## config.mk

```make
export PLATFORM = sky130hd
export DESIGN_NAME = fifo_sync
export DESIGN_NICKNAME = d
export VERILOG_FILES = /design/src/rtl/fifo_pkg.sv /design/src/rtl/fifo_sync_mem.sv /design/src/rtl/fifo_sync.sv
export SDC_FILE = /design/constraint.sdc
export NUM_CORES = 1
export LEC_CHECK = 0
export ABC_CLOCK_PERIOD_IN_PS = 5920
export BUFFER_PORTS_ARGS = -buffer_cell sky130_fd_sc_hd__buf_4
export CAP_MARGIN = 20
export CORE_MARGIN = 4
export CORE_UTILIZATION = 55
export CTS_CLUSTER_SIZE = 24
export DETAILED_ROUTE_END_ITERATION = 6
export HOLD_SLACK_MARGIN = 0.08
export PLACE_DENSITY = 0.67
export SLEW_MARGIN = 30
export SYNTH_ARGS = -nofsm -noshare
export SYNTH_HDL_FRONTEND = slang
export SYNTH_HIERARCHICAL = 1
export SYNTH_SLANG_ARGS = --single-unit
```

## constraint.sdc

```tcl
create_clock -name clk -period 5.92 [get_ports clk]
set_input_delay 0.592 -clock clk [delete_from_list [all_inputs] [get_ports clk]]
set_output_delay 0.592 -clock clk [all_outputs]
set_load 0.02 [all_outputs]
```

## src/rtl/fifo_pkg.sv

```systemverilog
// Purpose: shared sizing constants for the single-clock FIFO.
// Latency: n/a (declarations only).
// Backpressure: n/a (declarations only).
//
// Contents: default data/address widths and a depth helper so the top and the
// storage sub-module agree on the entry count.
package fifo_pkg;

  localparam int FIFO_DATA_WIDTH = 8;
  localparam int FIFO_ADDR_WIDTH = 5;

  // Number of entries addressed by an aw-bit index.
  function automatic int fifo_depth(input int aw);
    return 1 << aw;
  endfunction

  localparam int FIFO_DEPTH = fifo_depth(FIFO_ADDR_WIDTH);

endpackage

```

## src/rtl/fifo_sync_mem.sv

```systemverilog
// Purpose: storage array for fifo_sync, one write port and one registered read port.
// Latency: read data appears the edge after a qualified read; write lands at the edge.
// Backpressure: none here; the parent only asserts we/re for accepted requests.
//
// Ports:
//   clk, rst_n   - clock and synchronous active-low reset (read register only)
//   we/waddr/wdat - qualified write strobe, address, data
//   re/raddr      - qualified read strobe, address
//   rdat          - registered read data, holds when re is low
import fifo_pkg::*;

module fifo_sync_mem #(
  parameter int DATA_WIDTH = FIFO_DATA_WIDTH,
  parameter int ADDR_WIDTH = FIFO_ADDR_WIDTH
) (
  input  logic                  clk,
  input  logic                  rst_n,
  input  logic                  we,
  input  logic [ADDR_WIDTH-1:0] waddr,
  input  logic [DATA_WIDTH-1:0] wdat,
  input  logic                  re,
  input  logic [ADDR_WIDTH-1:0] raddr,
  output logic [DATA_WIDTH-1:0] rdat
);

  localparam int DEPTH = fifo_depth(ADDR_WIDTH);

  logic [DATA_WIDTH-1:0] mem [0:DEPTH-1];

  // The array itself has no reset so it can map onto plain RAM.
  always_ff @(posedge clk) begin
    if (we) begin
      mem[waddr] <= wdat;
    end
  end

  always_ff @(posedge clk) begin
    if (!rst_n) begin
      rdat <= '0;
    end else if (re) begin
      rdat <= mem[raddr];
    end
  end

endmodule

```

## src/rtl/fifo_sync.sv

```systemverilog
// Purpose: single-clock FIFO, 2^ADDR_WIDTH entries, registered read port, full/empty flags.
// Latency: write visible (empty low) 1 cycle after accept; read data 1 cycle after accept.
// Backpressure: writes while full are dropped, reads while empty are ignored (data_out holds).
//
// Ports:
//   clk, rst_n     - clock and synchronous active-low reset
//   wr_en, data_in - write request and data
//   rd_en          - read request
//   data_out       - registered head word from the last accepted read
//   full, empty    - status flags, decoded from the registered pointers only
import fifo_pkg::*;

module fifo_sync #(
  parameter int DATA_WIDTH = FIFO_DATA_WIDTH,
  parameter int ADDR_WIDTH = FIFO_ADDR_WIDTH
) (
  input  logic                  clk,
  input  logic                  rst_n,
  input  logic                  wr_en,
  input  logic [DATA_WIDTH-1:0] data_in,
  input  logic                  rd_en,
  output logic [DATA_WIDTH-1:0] data_out,
  output logic                  full,
  output logic                  empty
);

  localparam logic [ADDR_WIDTH:0] PTR_ONE = {{ADDR_WIDTH{1'b0}}, 1'b1};

  // Extra MSB is a wrap bit that tells full apart from empty when the
  // address bits match.
  logic [ADDR_WIDTH:0] wptr;
  logic [ADDR_WIDTH:0] rptr;
  logic                wr_acc;
  logic                rd_acc;

  assign empty = (wptr == rptr);
  assign full  = (wptr[ADDR_WIDTH-1:0] == rptr[ADDR_WIDTH-1:0]) &&
                 (wptr[ADDR_WIDTH] != rptr[ADDR_WIDTH]);

  // Requests are qualified by the flags as they stand before the edge, so a
  // simultaneous read+write at full/empty only lets one side through. Reset
  // also blocks the write so nothing lands in the array during reset.
  assign wr_acc = rst_n && wr_en && !full;
  assign rd_acc = rst_n && rd_en && !empty;

  always_ff @(posedge clk) begin
    if (!rst_n) begin
      wptr <= '0;
      rptr <= '0;
    end else begin
      if (wr_acc) begin
        wptr <= wptr + PTR_ONE;
      end
      if (rd_acc) begin
        rptr <= rptr + PTR_ONE;
      end
    end
  end

  fifo_sync_mem #(
    .DATA_WIDTH (DATA_WIDTH),
    .ADDR_WIDTH (ADDR_WIDTH)
  ) u_mem (
    .clk   (clk),
    .rst_n (rst_n),
    .we    (wr_acc),
    .waddr (wptr[ADDR_WIDTH-1:0]),
    .wdat  (data_in),
    .re    (rd_acc),
    .raddr (rptr[ADDR_WIDTH-1:0]),
    .rdat  (data_out)
  );

endmodule

```

# Word-level counts from Yosys, hierarchy flattened
# Memory sizes are Yosys's and may differ from the RTL's. A register that Yosys moved wholly into a read port is not among the register bits.
# Cells that the tools add are included.
classes:
  n_addsub: 2
  n_eq_ne: 3
  n_mux: 2
  reduce_logical: 8
op_table:
  columns: ["operator", "count"]
  rows:
  - ["6-bit by 1-bit adder with 6-bit output, second input constant", 2]
  - ["6-bit equality test", 1]
  - ["5-bit equality test", 1]
  - ["1-bit logical AND", 5]
  - ["1-bit logical NOT", 3]
  - ["1-bit 2-to-1 mux", 2]
  - ["1-bit != test", 1]
totals:
  register_bits: 12
  ramBits: 256
  in_bits: 12
  out_inout_bits: 10
  word_cells: 18
  n_memories: 1
mem_list:
  columns: ["memory", "words", "word_bits", "read_ports", "rd_ports_with_merged_regs", "write_ports", "line", "rtl"]
  rows:
  - ["u_mem.mem", 32, 8, 1, 1, 1, "fifo_sync_mem.sv:28", "logic [DATA_WIDTH-1:0] mem [0:DEPTH-1];"]

# Depth between registers and ports, before layout
# Gate-level depths: netlist of run 1.
depth:
  ltp_word: 6
  mapped_depth: 8
  depth_no_buf: 6

# Hierarchy
# The synthesis of run 1 kept the hierarchy.
modules_own_cells:
  columns: ["module", "n_inst", "cells_per_inst", "area_each_um2", "seq_area_each_um2"]
  rows:
  - ["fifo_sync_mem", 1, 599, 10361.2, 7847.5]
  - ["fifo_sync", 1, 79, 663.1, 240.2]

# Least setup slack after synthesis of run 1
# OpenSTA, ideal clock, no wires.
synth_path:
  kind: "input to register"
  start: "input port rst_n"
  end: "memory u_mem/mem[0][0] (netlist name), enable pin"
  arrival_ns: 2.284
  t_required_ns: 5.550
  setup_slack_ns: 3.266
  path_stages: 7
  n_path_buf: 3
  path_cell_list: "clkbuf_1 -> inv_1 -> clkbuf_1 -> nor2_1 -> or3b_2 -> clkbuf_1 -> nor2_1"
synth_between:
  elab_chain_cells: 4
synth_lines:
  columns: ["item", "line", "rtl"]
  rows:
  - ["from (decl)", "fifo_sync.sv:18", "input logic rst_n,"]
  - ["1-bit logical AND (2 in a row)", "fifo_sync.sv:43", "assign wr_acc = rst_n && wr_en && !full;"]
  - ["net wr_acc", "fifo_sync.sv:33", "logic wr_acc;"]
  - ["1-bit 2-to-1 mux", "fifo_sync_mem.sv:32", "if (we) begin"]
  - ["1-bit 2-to-1 mux (implied by the code)", "fifo_sync_mem.sv:33", "mem[waddr] <= wdat;"]
  - ["to (decl)", "fifo_sync_mem.sv:28", null]
# The timed path passes the listed nets, and every way through them passes these cells.

# Worst setup path in the final report of run 1
layout_path:
  start: "register wptr[2]"
  end: "memory u_mem/mem[14][1] (netlist name), enable pin"
layout_between:
  elab_chain_cells: 6
layout_lines:
  columns: ["item", "line", "rtl"]
  rows:
  - ["from (decl)", "fifo_sync.sv:31", "logic [ADDR_WIDTH:0] wptr;"]
  - ["from (signal assigned)", "fifo_sync.sv:52", "wptr <= wptr + PTR_ONE;"]
  - ["5-bit equality test", "fifo_sync.sv:37", "assign full = (wptr[ADDR_WIDTH-1:0] == rptr[ADDR_WIDTH-1:0]) &&"]
  - ["1-bit logical AND", "fifo_sync.sv:37", null]
  - ["1-bit logical NOT", "fifo_sync.sv:43", null]
  - ["1-bit logical AND", "fifo_sync.sv:43", null]
  - ["net wr_acc", "fifo_sync.sv:33", null]
  - ["1-bit 2-to-1 mux", "fifo_sync_mem.sv:32", null]
  - ["1-bit 2-to-1 mux (implied by the code)", "fifo_sync_mem.sv:33", null]
# The timed path passes the listed nets, and every way through them passes these cells.

==> results of run 1 <==
## metal layers
| layer | share of wire (%) | track usage, % |
|---|---|---|
| met5 | 0 | 0 |
| met4 | 2.4 | 5.26 |
| met3 | 6.5 | 2.88 |
| met1 | 44 | 31.4 |
| met2 | 47 | 35.9 |
## sequential cells by signal (all words and copies together) (netlist names)
signal and cells:
rptr 6, u_mem/mem 256, wptr 6, u_mem/rdat 8
## layout make-up
class | instances | area (sq um)
repair buffers | 28 | 223
clock buffers | 29 | 693
inverters | 1 | 3.75
well taps | 265 | 332
multi-input cells | 364 | 2730
flip-flops and latches | 276 | 8090
clock inverters | 20 | 253
fillers | 1429 | 7260
## worst min-delay path: stages
cell                      delay (ps)
sky130_fd_sc_hd__buf_4           180
sky130_fd_sc_hd__o21ai_0          90
sky130_fd_sc_hd__a21oi_1          40
## cells by family after synthesis
kind of cell / count (synthesis) / share of synthesized area [%]
buffers and inverters: 38 / 1.95
AO/OA/AOI/OAI: 124 / 7.25
adder cells (fa/ha/maj): 2 / 0.227
AND/OR/NAND/NOR: 94 / 4.30
multiplexers: 129 / 11.7
XOR/XNOR: 15 / 1.19
flip-flops: 276 / 73.4
## worst paths after layout
check	from	endpoint	slack (ps)	depth (start not counted)
worst min register to register	wptr[5]$_SDFFE_PN0P_	wptr[5]$_SDFFE_PN0P_	510	2
worst min-delay path	rst_n	u_mem/rdat[5]$_SDFFE_PN0P_	440	3
worst max-delay path	wptr[2]$_SDFFE_PN0P_	u_mem/mem[14][1]$_DFFE_PP_	2850	6
worst max register to register	wptr[2]$_SDFFE_PN0P_	u_mem/mem[14][1]$_DFFE_PP_	2850	6
## placed cells by master (no fill, tap or decap), types with 3 or more instances in the layout
| cell type | synthesis | layout |
|---|---|---|
| sky130_fd_sc_hd__edfxtp_1 | 256 | 256 |
| sky130_fd_sc_hd__nand3b_1 | 5 | 5 |
| sky130_fd_sc_hd__bufinv_16 | 0 | 6 |
| sky130_fd_sc_hd__nand2_1 | 10 | 10 |
| sky130_fd_sc_hd__a22oi_1 | 64 | 64 |
| sky130_fd_sc_hd__a21oi_1 | 45 | 45 |
| sky130_fd_sc_hd__nand4_1 | 3 | 3 |
| sky130_fd_sc_hd__or4_1 | 10 | 10 |
| sky130_fd_sc_hd__or3b_2 | 3 | 3 |
| sky130_fd_sc_hd__clkinv_1 | 0 | 6 |
| sky130_fd_sc_hd__xor2_1 | 5 | 5 |
| sky130_fd_sc_hd__mux2i_1 | 129 | 129 |
| sky130_fd_sc_hd__dfxtp_1 | 20 | 19 |
| sky130_fd_sc_hd__clkinv_2 | 0 | 5 |
| sky130_fd_sc_hd__nand3_1 | 6 | 6 |
| sky130_fd_sc_hd__buf_4 | 9 | 27 |
| sky130_fd_sc_hd__xnor2_1 | 10 | 10 |
| sky130_fd_sc_hd__o21ai_0 | 11 | 11 |
| sky130_fd_sc_hd__nor2_1 | 47 | 45 |
| sky130_fd_sc_hd__nand2b_1 | 3 | 3 |
| sky130_fd_sc_hd__clkbuf_16 | 0 | 27 |
## power by group
part           switching, W  total (W)  leakage, nW  internal [W]
Sequential        0.0000325    0.00218         2.47       0.00215
Clock              0.000677    0.00178        0.464       0.00111
Combinational      0.000312   0.000536        0.919      0.000224
Total               0.00102    0.00450         3.85       0.00348
## stage by stage
stage	worst slack [ps]	instance area [sq um]	hold WS (ps)	power, W	cells
5_1_grt	2590	12300	421	0.00465	983
3_3_place_gp	3020	11400	497	0.00274	933
3_5_place_dp	2910	11400	510	0.00276	934
4_1_cts	2880	12300	412	0.00453	983
2_1_floorplan	3270	11000	482	0.00262	678
6_report	2850	12300	441	0.00450	983
==> key figures, run 1 <==
Floorplanning
  – Starting Density: 56.3%
  – Number of primary I/O pins: 22
  – Die outline height: 150 um
  – Horizontal extent of the die: 150 um
  – Num rows: 51
  – Core area: 0.0196 sq mm
  – Floorplan die area: 0.0224 sq mm

Synthesis
  – Most instantiated flip-flop cell in the synthesis netlist: sky130_fd_sc_hd__edfxtp_1
  – Number of enable flip-flop cells after synthesis: 256
  – Post-synth net total: 692
  – Proportion of netlist area held by the largest area contributor: 69.7%
  – Proportion of synthesized chip area in sequential cells: 73.4%
  – Number of register bits inferred by synthesis: 276
  – Number of standard cells after synthesis: 678
  – Number of synthesis warnings: 6
  – Post-synth cell types: 32
  – Cell type with the highest aggregate area in the netlist: sky130_fd_sc_hd__edfxtp_1
  – Library cell with the highest instance count after synthesis: sky130_fd_sc_hd__edfxtp_1
  – Cells taking the most area after synthesis: sky130_fd_sc_hd__edfxtp_1, sky130_fd_sc_hd__mux2i_1, sky130_fd_sc_hd__a22oi_1
  – Synthesized cell area: 0.0110 sq mm
  – Top post-synthesis cells by count: sky130_fd_sc_hd__edfxtp_1, sky130_fd_sc_hd__mux2i_1, sky130_fd_sc_hd__a22oi_1, sky130_fd_sc_hd__nor2_1, sky130_fd_sc_hd__a21oi_1
  – Synth async-reset ratio: 0%
  – Synthesized area divided by synthesized cell count: 16.3 sq um

Clocking
  – Quantity of gates resized following cts: 0
  – Clock root buffer master: sky130_fd_sc_hd__clkbuf_16
  – TritonCTS sink count: 276
  – Post-CTS Hold Buffers: 0
  – Largest buffer count on any clock path: 3
  – Skew-Pair Late Insertion Delay: 520 ps
  – Clock tree from TritonCTS: done
  – Clock Pin Slew Worst Setup and Hold Paths: 70 ps
  – Maximum level of the CTS H-tree: 1
  – Number of clock buffers inserted by TritonCTS: 27
  – Number of buffers added for setup after CTS: 0

Setup path
  – Most Frequent Cell on Critical Path: sky130_fd_sc_hd__nor2_1
  – Data arrival time of the critical path: 3220 ps
  – Cell with the biggest individual delay on the critical path: sky130_fd_sc_hd__nor2_1
  – Cell Chain, Critical Path: xnor2_1, nand4_2, o21ai_0, nor2_1, nand3b_1, nor2_1
  – Bufs and invs on worst path: 0
  – Critical-path maximum fanout: 12
  – Critical Path Start Type: register
  – Critical Path RT: 6070 ps
  – Cell family with the largest share of critical-path delay: simple AND/OR/NAND/NOR gates
  – Start-to-end type of the worst setup path: register to register
  – Peak per-stage delay on the critical path: 750 ps
  – Type of destination of the critical path: register

STA
  – Slew margin rel.: 45.7%
  – Final Max Slew Viols: 0
  – Final hold violation count: 0
  – Minimum clock period: 3070 ps
  – Setup violation total in the final timing report: 0
  – Highest clock frequency the design can meet: 326 MHz
  – Unrepaired setup endpoints after global routing: false
  – Setup total negative slack: 0 ps
  – Tcrit/Tclk final: 51.9%
  – Maximum clock skew at final layout: 8.14 ps
  – Slew at the pin closest to its max-slew limit: 815 ps

Placement
  – HPWL after detailed placement: 15000 um
  – Final weighted congestion of routability-driven global placement: 0.859
  – Port Buffer Count: 21

Global route
  – Pin count of the biggest net entering global routing: 49
  – Tot GR Track Use: 21.8%
  – Wire length of the first global-routing pass: 36200 um
  – Number of global-route vias before repair: 5963
  – Antenna violations before repair: 0
  – Total gr overflow: 0

Drt
  – Number of DRC violations after detailed routing: 0
  – Initial DRT Pass Iterations: 5
  – Post-route ant nets: 0
  – Routed Wire Length: 24100 um
  – Total number of vias: 6051
  – Average detailed-routed wire length per instance: 24.5 um
  – Average vias per placed instance: 6.16
  – Number of DRC markers in iteration 0: 618

Flow run
  – Max Cap Violations: 0

Final layout
  – Net count, final: 712
  – Share of cells above drive strength 1: 11.4%
  – Area added between synthesis and finish: 11.8%
  – Antenna diode count: 0
  – Final Core Density: 62.9%

Power and ir drop
  – IR drop worst, VDD: 0.238 mV
  – Power density of the placed cells: 365 mW/mm^2
  – Leakage component of the power: 3.85 nW

Run status
  – Result of the run: finished, final reports clean

Hold path
  – Min-delay worst type: input port to register
No activity file was read; power rests on OpenSTA's default activity.
==> run 2, diff against run 1 <==
--- a/config.mk
+++ b/config.mk
@@ -5,7 +5,7 @@
 export SDC_FILE = /design/constraint.sdc
 export NUM_CORES = 1
 export LEC_CHECK = 0
-export ABC_CLOCK_PERIOD_IN_PS = 5920
+export ABC_CLOCK_PERIOD_IN_PS = 2600
 export BUFFER_PORTS_ARGS = -buffer_cell sky130_fd_sc_hd__buf_4
 export CAP_MARGIN = 20
 export CORE_MARGIN = 4
@@ -13,7 +13,7 @@
 export CTS_CLUSTER_SIZE = 24
 export DETAILED_ROUTE_END_ITERATION = 6
 export HOLD_SLACK_MARGIN = 0.08
-export PLACE_DENSITY = 0.67
+export PLACE_DENSITY = 0.7
 export SLEW_MARGIN = 30
 export SYNTH_ARGS = -nofsm -noshare
 export SYNTH_HDL_FRONTEND = slang
==> constraint.sdc (replaced) <==
create_clock -name clk -period 2.6 [get_ports clk]
set_input_delay 0.26 -clock clk [delete_from_list [all_inputs] [get_ports clk]]
set_output_delay 0.26 -clock clk [all_outputs]
set_load 0.02 [all_outputs]
==> key figures, run 2 (synthesized netlist as in run 1, its figures left out) <==
Run status
  – Result of the run: finished, final reports clean

Placement
  – HPWL after detailed placement: 14700 um (-2.0%)
  – Final weighted congestion of routability-driven global placement: 0.900 (+4.8%)
  – Port Buffer Count: 21 (unchanged)

Setup path
  – Type of destination of the critical path: register
  – Critical Path RT: 2750 ps (-3320 ps)
  – Cell Chain, Critical Path: xor2_1, nand2_1, o21ai_0, nor2_1, nand3_1, buf_4, nor2_1
  – Critical Path Start Type: register
  – Register-to-register path setup slack: 230 ps (-2620 ps)
  – Depth of the worst register-to-register path: 7 (+1)
  – Worst reg2reg path startpoint: rptr[5]$_SDFFE_PN0P_
  – Critical-path maximum fanout: 8 (-4)
  – Most Frequent Cell on Critical Path: sky130_fd_sc_hd__nor2_1
  – Destination of the worst register-to-register timing path: u_mem/mem[19][4]$_DFFE_PP_
  – Bufs and invs on worst path: 1 (+1)
  – Start-to-end type of the worst setup path: register to register
  – Peak per-stage delay on the critical path: 680 ps (-70 ps)
  – Cell with the biggest individual delay on the critical path: sky130_fd_sc_hd__nor2_1
  – Data arrival time of the critical path: 2520 ps (-700 ps)
  – Cell family with the largest share of critical-path delay: simple AND/OR/NAND/NOR gates

Clocking
  – Largest buffer count on any clock path: 3 (unchanged)
  – Maximum level of the CTS H-tree: 1 (unchanged)
  – TritonCTS sink count: 276 (unchanged)
  – Clock Pin Slew Worst Setup and Hold Paths: 60 ps (about the same)
  – Skew-Pair Late Insertion Delay: 530 ps (about the same)
  – Clock root buffer master: sky130_fd_sc_hd__clkbuf_16
  – Number of buffers added for setup after CTS: 0 (unchanged)
  – Clock tree from TritonCTS: done
  – Number of clock buffers inserted by TritonCTS: 27 (unchanged)

Final layout
  – Net count, final: 736 (+3.4%)
  – Commonest cells after routing, fill and taps aside: sky130_fd_sc_hd__edfxtp_1, sky130_fd_sc_hd__mux2i_1, sky130_fd_sc_hd__a22oi_1
  – Area added between synthesis and finish: 12.6%
  – Biggest registers after layout: u_mem/mem: 256 flops, u_mem/rdat: 8 flops
  – Number of flip-flops in the largest register: 256 (unchanged)
  – Leading cell type in the layout, fill and taps excluded: sky130_fd_sc_hd__edfxtp_1
  – Register with the highest flop count: u_mem/mem
  – Share of cells above drive strength 1: 13.2% (+1.8 points)

Floorplanning
  – Floorplan die area: 0.0224 sq mm (unchanged)
  – Horizontal extent of the die: 150 um (unchanged)
  – Starting Density: 56.3% (unchanged)
  – Die outline height: 150 um (unchanged)
  – Number of primary I/O pins: 22 (unchanged)
  – Core area: 0.0196 sq mm (unchanged)
  – Num rows: 51 (unchanged)

Power and ir drop
  – Net switching power: 0.00233 W (+130%)
  – Combinational power share: 13.3% (+1.4 points)
  – Switching fraction of total power: 23.6% (+0.91 points)
  – Pint: 0.00753 W (+120%)
  – Seq pwr share: 50.0% (+1.5 points)
  – Relative contribution of the clock network to total power: 36.7% (-2.9 points)
  – IR drop worst, VDD: 0.499 mV (+110%)
  – Power density of the placed cells: 794 mW/mm^2 (+120%)
  – Leakage component of the power: 3.92 nW (+1.7%)

Flow run
  – Max Cap Violations: 0 (unchanged)

Drt
  – Number of DRC markers in iteration 0: 518 (-16%)
  – Routed Wire Length: 23900 um (-0.88%)
  – Initial DRT Pass Iterations: 5 (unchanged)
  – Average detailed-routed wire length per instance: 23.7 um (-3.2%)
  – Average vias per placed instance: 6.10 (-0.98%)
  – Number of DRC violations after detailed routing: 0 (unchanged)
  – Total number of vias: 6138 (+1.4%)
  – Post-route ant nets: 0 (unchanged)

Global route
  – Antenna violations before repair: 0 (unchanged)
  – Number of global-route vias before repair: 6046 (+1.4%)
  – Tot GR Track Use: 21.7% (-0.16 points)
  – Total gr overflow: 0 (unchanged)
  – Pin count of the biggest net entering global routing: 75 (+53%)
  – Wire length of the first global-routing pass: 36400 um (+0.63%)

STA
  – Highest clock frequency the design can meet: 421 MHz (+29%)
  – Final hold violation count: 0 (unchanged)
  – Setup total negative slack: 0 ps (unchanged)
  – Setup violation total in the final timing report: 0 (unchanged)
  – Tcrit/Tclk final: 91.3% (+39 points)
  – Unrepaired setup endpoints after global routing: false
  – Slew at the pin closest to its max-slew limit: 876 ps (+60.8 ps)
  – Final Hold Slack: 129 ps (-312 ps)
  – Maximum clock skew at final layout: 11.1 ps (+2.92 ps)
  – Final Max Slew Viols: 0 (unchanged)
  – Minimum clock period: 2370 ps (-696 ps)
  – Slew margin rel.: 41.4% (-4.3 points)

Hold path
  – Instance count along the most critical hold path: 3 (unchanged)
  – Min-delay worst type: input port to register
  – Worst Hold Launch: rd_en
  – Sink of the worst hold path: rptr[1]$_SDFFE_PN0P_
[run 2: what timing repair did]
item                      in CTS  in global routing
hold buffers                   1                  0
hold endpoints to repair       3                  0
resized for setup              0                  0
[run 2: how the worst max path moves through the flow]
stage,startpoint,end,depth (start not counted)
6_report,rptr[5]$_SDFFE_PN0P_,u_mem/mem[19][4]$_DFFE_PP_,7
5_1_grt,rptr[5]$_SDFFE_PN0P_,u_mem/mem[19][4]$_DFFE_PP_,7
4_1_cts,rptr[0]$_SDFFE_PN0P_,u_mem/mem[3][4]$_DFFE_PP_,7
3_5_place_dp,rptr[0]$_SDFFE_PN0P_,u_mem/mem[3][4]$_DFFE_PP_,7
3_3_place_gp,rptr[0]$_SDFFE_PN0P_,u_mem/mem[19][3]$_DFFE_PP_,7
2_1_floorplan,wptr[2]$_SDFFE_PN0P_,u_mem/mem[0][0]$_DFFE_PP_,7
[run 2: layout make-up]
class	instances	area [sq um]
clock buffers	33	698
multi-input cells	364	2740
repair buffers	52	430
fillers	1399	7180
clock inverters	15	119
diodes	1	2.50
well taps	265	332
inverters	1	3.75
flip-flops and latches	276	8090
[run 2: routing by layer]
metal  track usage, %  share of wire (%)  up-vias
met4             5.81                2.3        0
met2             34.1                 47      259
met5                0                  0        -
met1             32.2                 43     3083
met3             3.12                7.7       51
li1                 -                  -     2745
[run 2: power by group through the flow]
stage	Combinational, W	Clock [W]	Sequential (W)
floorplan	0.000931	0	0.00503
global placement	0.00128	0	0.00502
detailed placement	0.00130	0	0.00502
CTS	0.00131	0.00367	0.00493
global route	0.00139	0.00389	0.00493
finish	0.00131	0.00362	0.00493
[run 2: tightest hold or removal path: stages]
cell and delay (ps):
sky130_fd_sc_hd__buf_4 130, sky130_fd_sc_hd__o21ai_4 110, sky130_fd_sc_hd__o21ai_0 100
[run 2: through the flow]
| stage | cells | power [W] | instance area, sq um | utilization (%) | setup slack [ps] |
|---|---|---|---|---|---|
| floorplan | 678 | 0.00596 | 11000 | - | 61.4 |
| global placement | 957 | 0.00630 | 11600 | 59.1 | 299 |
| detailed placement | 957 | 0.00633 | 11600 | 59.1 | 214 |
| CTS | 1006 | 0.00991 | 12400 | 63.3 | 206 |
| global route | 1006 | 0.0102 | 12400 | 63.4 | 39.0 |
| finish | 1007 | 0.00986 | 12400 | 63.4 | 226 |
==> run 3, diff against run 2 <==
--- a/config.mk
+++ b/config.mk
@@ -5,9 +5,10 @@
 export SDC_FILE = /design/constraint.sdc
 export NUM_CORES = 1
 export LEC_CHECK = 0
-export ABC_CLOCK_PERIOD_IN_PS = 2600
+export ABC_CLOCK_PERIOD_IN_PS = 2160
 export BUFFER_PORTS_ARGS = -buffer_cell sky130_fd_sc_hd__buf_4
 export CAP_MARGIN = 20
+export CORE_ASPECT_RATIO = 0.5
 export CORE_MARGIN = 4
 export CORE_UTILIZATION = 55
 export CTS_CLUSTER_SIZE = 24
==> constraint.sdc (replaced) <==
create_clock -name clk -period 2.16 [get_ports clk]
set_input_delay 0.216 -clock clk [delete_from_list [all_inputs] [get_ports clk]]
set_output_delay 0.216 -clock clk [all_outputs]
set_load 0.02 [all_outputs]
==> key figures, run 3 (synthesized netlist as in run 1, its figures left out) <==
Run status
  – Result of the run: finished, final reports clean

Final layout
  – Commonest cells after routing, fill and taps aside: sky130_fd_sc_hd__edfxtp_1, sky130_fd_sc_hd__mux2i_1, sky130_fd_sc_hd__buf_4, sky130_fd_sc_hd__a22oi_1, sky130_fd_sc_hd__a21oi_1
  – Share of cells above drive strength 1: 22.0% (+8.7 points)
  – Flip-flop and latch area: 0.00810 sq mm (about the same)
  – Register with the highest flop count: u_mem/mem
  – Number of cells in the finished layout apart from fillers: 1022 (+1.5%)
  – Final non-filler cell area: 0.0128 sq mm (+3.2%)
  – Biggest registers after layout: u_mem/mem: 256 flops, u_mem/rdat: 8 flops
  – Total area of multi-input combinational cells: 0.00292 sq mm (+6.5%)
  – Antenna diode count: 0 (-1)
  – Leading cell type in the layout, fill and taps excluded: sky130_fd_sc_hd__edfxtp_1
  – Filler instances: 1374 (-1.8%)
  – Net count, final: 754 (+2.4%)
  – Number of flip-flops in the largest register: 256 (unchanged)
  – Area added between synthesis and finish: 16.2%

Clocking
  – Largest buffer count on any clock path: 3 (unchanged)
  – Number of clock buffers inserted by TritonCTS: 23 (-15%)
  – Skew-Pair Late Insertion Delay: 500 ps (-30 ps)
  – TritonCTS sink count: 276 (unchanged)
  – Maximum level of the CTS H-tree: 1 (unchanged)
  – Clock Pin Slew Worst Setup and Hold Paths: 70 ps (about the same)
  – Post-CTS Hold Buffers: 0 (-1)
  – Clock root buffer master: sky130_fd_sc_hd__clkbuf_16
  – Clock tree from TritonCTS: done

Setup path
  – Depth of the worst register-to-register path: 8 (+1)
  – Worst reg2reg path startpoint: rptr[0]$_SDFFE_PN0P_
  – Critical Path Start Type: register
  – Critical-path maximum fanout: 13 (+5)
  – CP Launch Point: rptr[0]$_SDFFE_PN0P_
  – Data arrival time of the critical path: 2540 ps (+20 ps)
  – Critical Path Sink: u_mem/rdat[0]$_SDFFE_PN0P_
  – Critical Path RT: 2590 ps (-160 ps)
  – Destination of the worst register-to-register timing path: u_mem/rdat[0]$_SDFFE_PN0P_
  – Start-to-end type of the worst setup path: register to register
  – Register-to-register path setup slack: 50 ps (-180 ps)
  – Type of destination of the critical path: register

Global route
  – Pin count of the biggest net entering global routing: 33 (-56%)
  – Total gr overflow: 0 (unchanged)
  – Wire length of the first global-routing pass: 36800 um (+1.2%)
  – Antenna violations before repair: 3 (+3)
  – Tot GR Track Use: 21.7% (+0.037 points)
  – Number of global-route vias before repair: 6055 (+0.15%)

Drt
  – Routed Wire Length: 24400 um (+2.2%)
  – Number of DRC markers in iteration 0: 708 (+37%)
  – Number of DRC violations after detailed routing: 0 (unchanged)
  – Average vias per placed instance: 6.10 (about the same)
  – Post-Route M1 WL: 11000 um (+5.9%)
  – Total number of vias: 6234 (+1.6%)
  – Post-route ant nets: 0 (unchanged)
  – Initial DRT Pass Iterations: 5 (unchanged)
  – Amount of wire on met3 after detailed routing: 1990 um (+7.8%)
  – Met2 wire length: 10900 um (-2.0%)
  – Average detailed-routed wire length per instance: 23.9 um (+0.70%)
  – Highest routed metal layer: met5

Floorplanning
  – Starting Density: 56.4% (+0.12 points)
  – Core area: 0.0195 sq mm (-0.21%)
  – Floorplan die area: 0.0225 sq mm (+0.62%)
  – Die outline height: 108 um (-28%)
  – Num rows: 36 (-29%)
  – Number of primary I/O pins: 22 (unchanged)
  – Horizontal extent of the die: 208 um (+39%)

Placement
  – Port Buffer Count: 21 (unchanged)
  – Placed cell areas: 0.0118 sq mm (+2.2%)
  – Cells after DPL: 976 (+2.0%)
  – Final weighted congestion of routability-driven global placement: 0.804 (-11%)
  – HPWL after detailed placement: 14900 um (+1.8%)

STA
  – Setup total negative slack: 0 ps (unchanged)
  – Setup violation total in the final timing report: 0 (unchanged)
  – Slew at the pin closest to its max-slew limit: 735 ps (-141 ps)
  – Minimum clock period: 2110 ps (-262 ps)
  – Final Hold Slack: 142 ps (+12.1 ps)
  – Maximum clock skew at final layout: 8.26 ps (-2.81 ps)
  – Slew margin rel.: 51.0% (+9.6 points)
  – Final hold violation count: 0 (unchanged)
  – Final Max Slew Viols: 0 (unchanged)
  – Highest clock frequency the design can meet: 474 MHz (+12%)
  – Tcrit/Tclk final: 97.8% (+6.4 points)

Power and ir drop
  – Power density of the placed cells: 924 mW/mm^2 (+16%)
  – IR drop worst, VDD: 0.538 mV (+7.8%)
  – Leakage component of the power: 4.03 nW (+2.9%)

Hold path
  – Min-delay worst type: input port to register
  – Instance count along the most critical hold path: 4 (+1)

Flow run
  – Max Cap Violations: 0 (unchanged)
==> run 3: metal layers <==
metal / up-vias / track usage, %
li1: 2793 / -
met2: 249 / 33.0
met4: 8 / 5.15
met1: 3140 / 32.7
met3: 44 / 4.61
met5: - / 0
==> run 3: final cells by class <==
class | instances | area share [%]
Clock inverter | 13 | 0.684
Clock buffer | 28 | 4.72
Sequential cell | 276 | 63.2
Tap cell | 266 | 2.60
Multi-Input combinational cell | 364 | 22.8
Timing Repair Buffer | 74 | 5.98
Inverter | 1 | 0.0293
==> run 3: how the worst min path moves through the flow <==
stage                                from                         end  slack (ps)
2_1_floorplan                  data_in[0]   u_mem/mem[0][0]$_DFFE_PP_         310
3_3_place_gp   u_mem/rdat[0]$_SDFFE_PN0P_  u_mem/rdat[0]$_SDFFE_PN0P_         510
3_5_place_dp   u_mem/rdat[6]$_SDFFE_PN0P_  u_mem/rdat[6]$_SDFFE_PN0P_         520
4_1_cts                             wr_en        wptr[2]$_SDFFE_PN0P_         130
5_1_grt                        data_in[1]   u_mem/mem[8][1]$_DFFE_PP_         150
6_report                            wr_en        wptr[2]$_SDFFE_PN0P_         140
==> run 3: worst max-delay path, stage by stage (launching register included) <==
cell	delay, ps
sky130_fd_sc_hd__dfxtp_4	360
sky130_fd_sc_hd__buf_12	180
sky130_fd_sc_hd__buf_8	200
sky130_fd_sc_hd__buf_4	180
sky130_fd_sc_hd__mux2i_1	80
sky130_fd_sc_hd__a22oi_1	190
sky130_fd_sc_hd__a21oi_1	90
sky130_fd_sc_hd__or4_1	560
sky130_fd_sc_hd__a21oi_1	170
==> run 3: where the power goes <==
part	switching (W)	leakage, nW	internal (W)
Clock	0.00180	0.343	0.00211
Sequential	0.0000262	2.47	0.00588
Combinational	0.00108	1.22	0.000938
==> run 3: what timing repair did <==
| action | CTS | global route |
|---|---|---|
| endpoints found under the hold margin | 0 | 0 |
| buffers inserted | 0 | 1 |
| pin swaps | 0 | 4 |
| gates resized for setup | 19 | 28 |
| setup endpoints to repair | 98 | 262 |
| cloned | 2 | 2 |
==> run 3: metrics by stage <==
| step | setup slack [ps] | power, W | util (%) |
|---|---|---|---|
| CTS | -12.6 | 0.0118 | 64.8 |
| floorplan | 67.9 | 0.00719 | - |
| detailed placement | -91.3 | 0.00780 | 60.6 |
| global placement | -29.3 | 0.00778 | 60.5 |
| finish | 48.2 | 0.0118 | 65.5 |
| global route | -2.71 | 0.0122 | 65.5 |
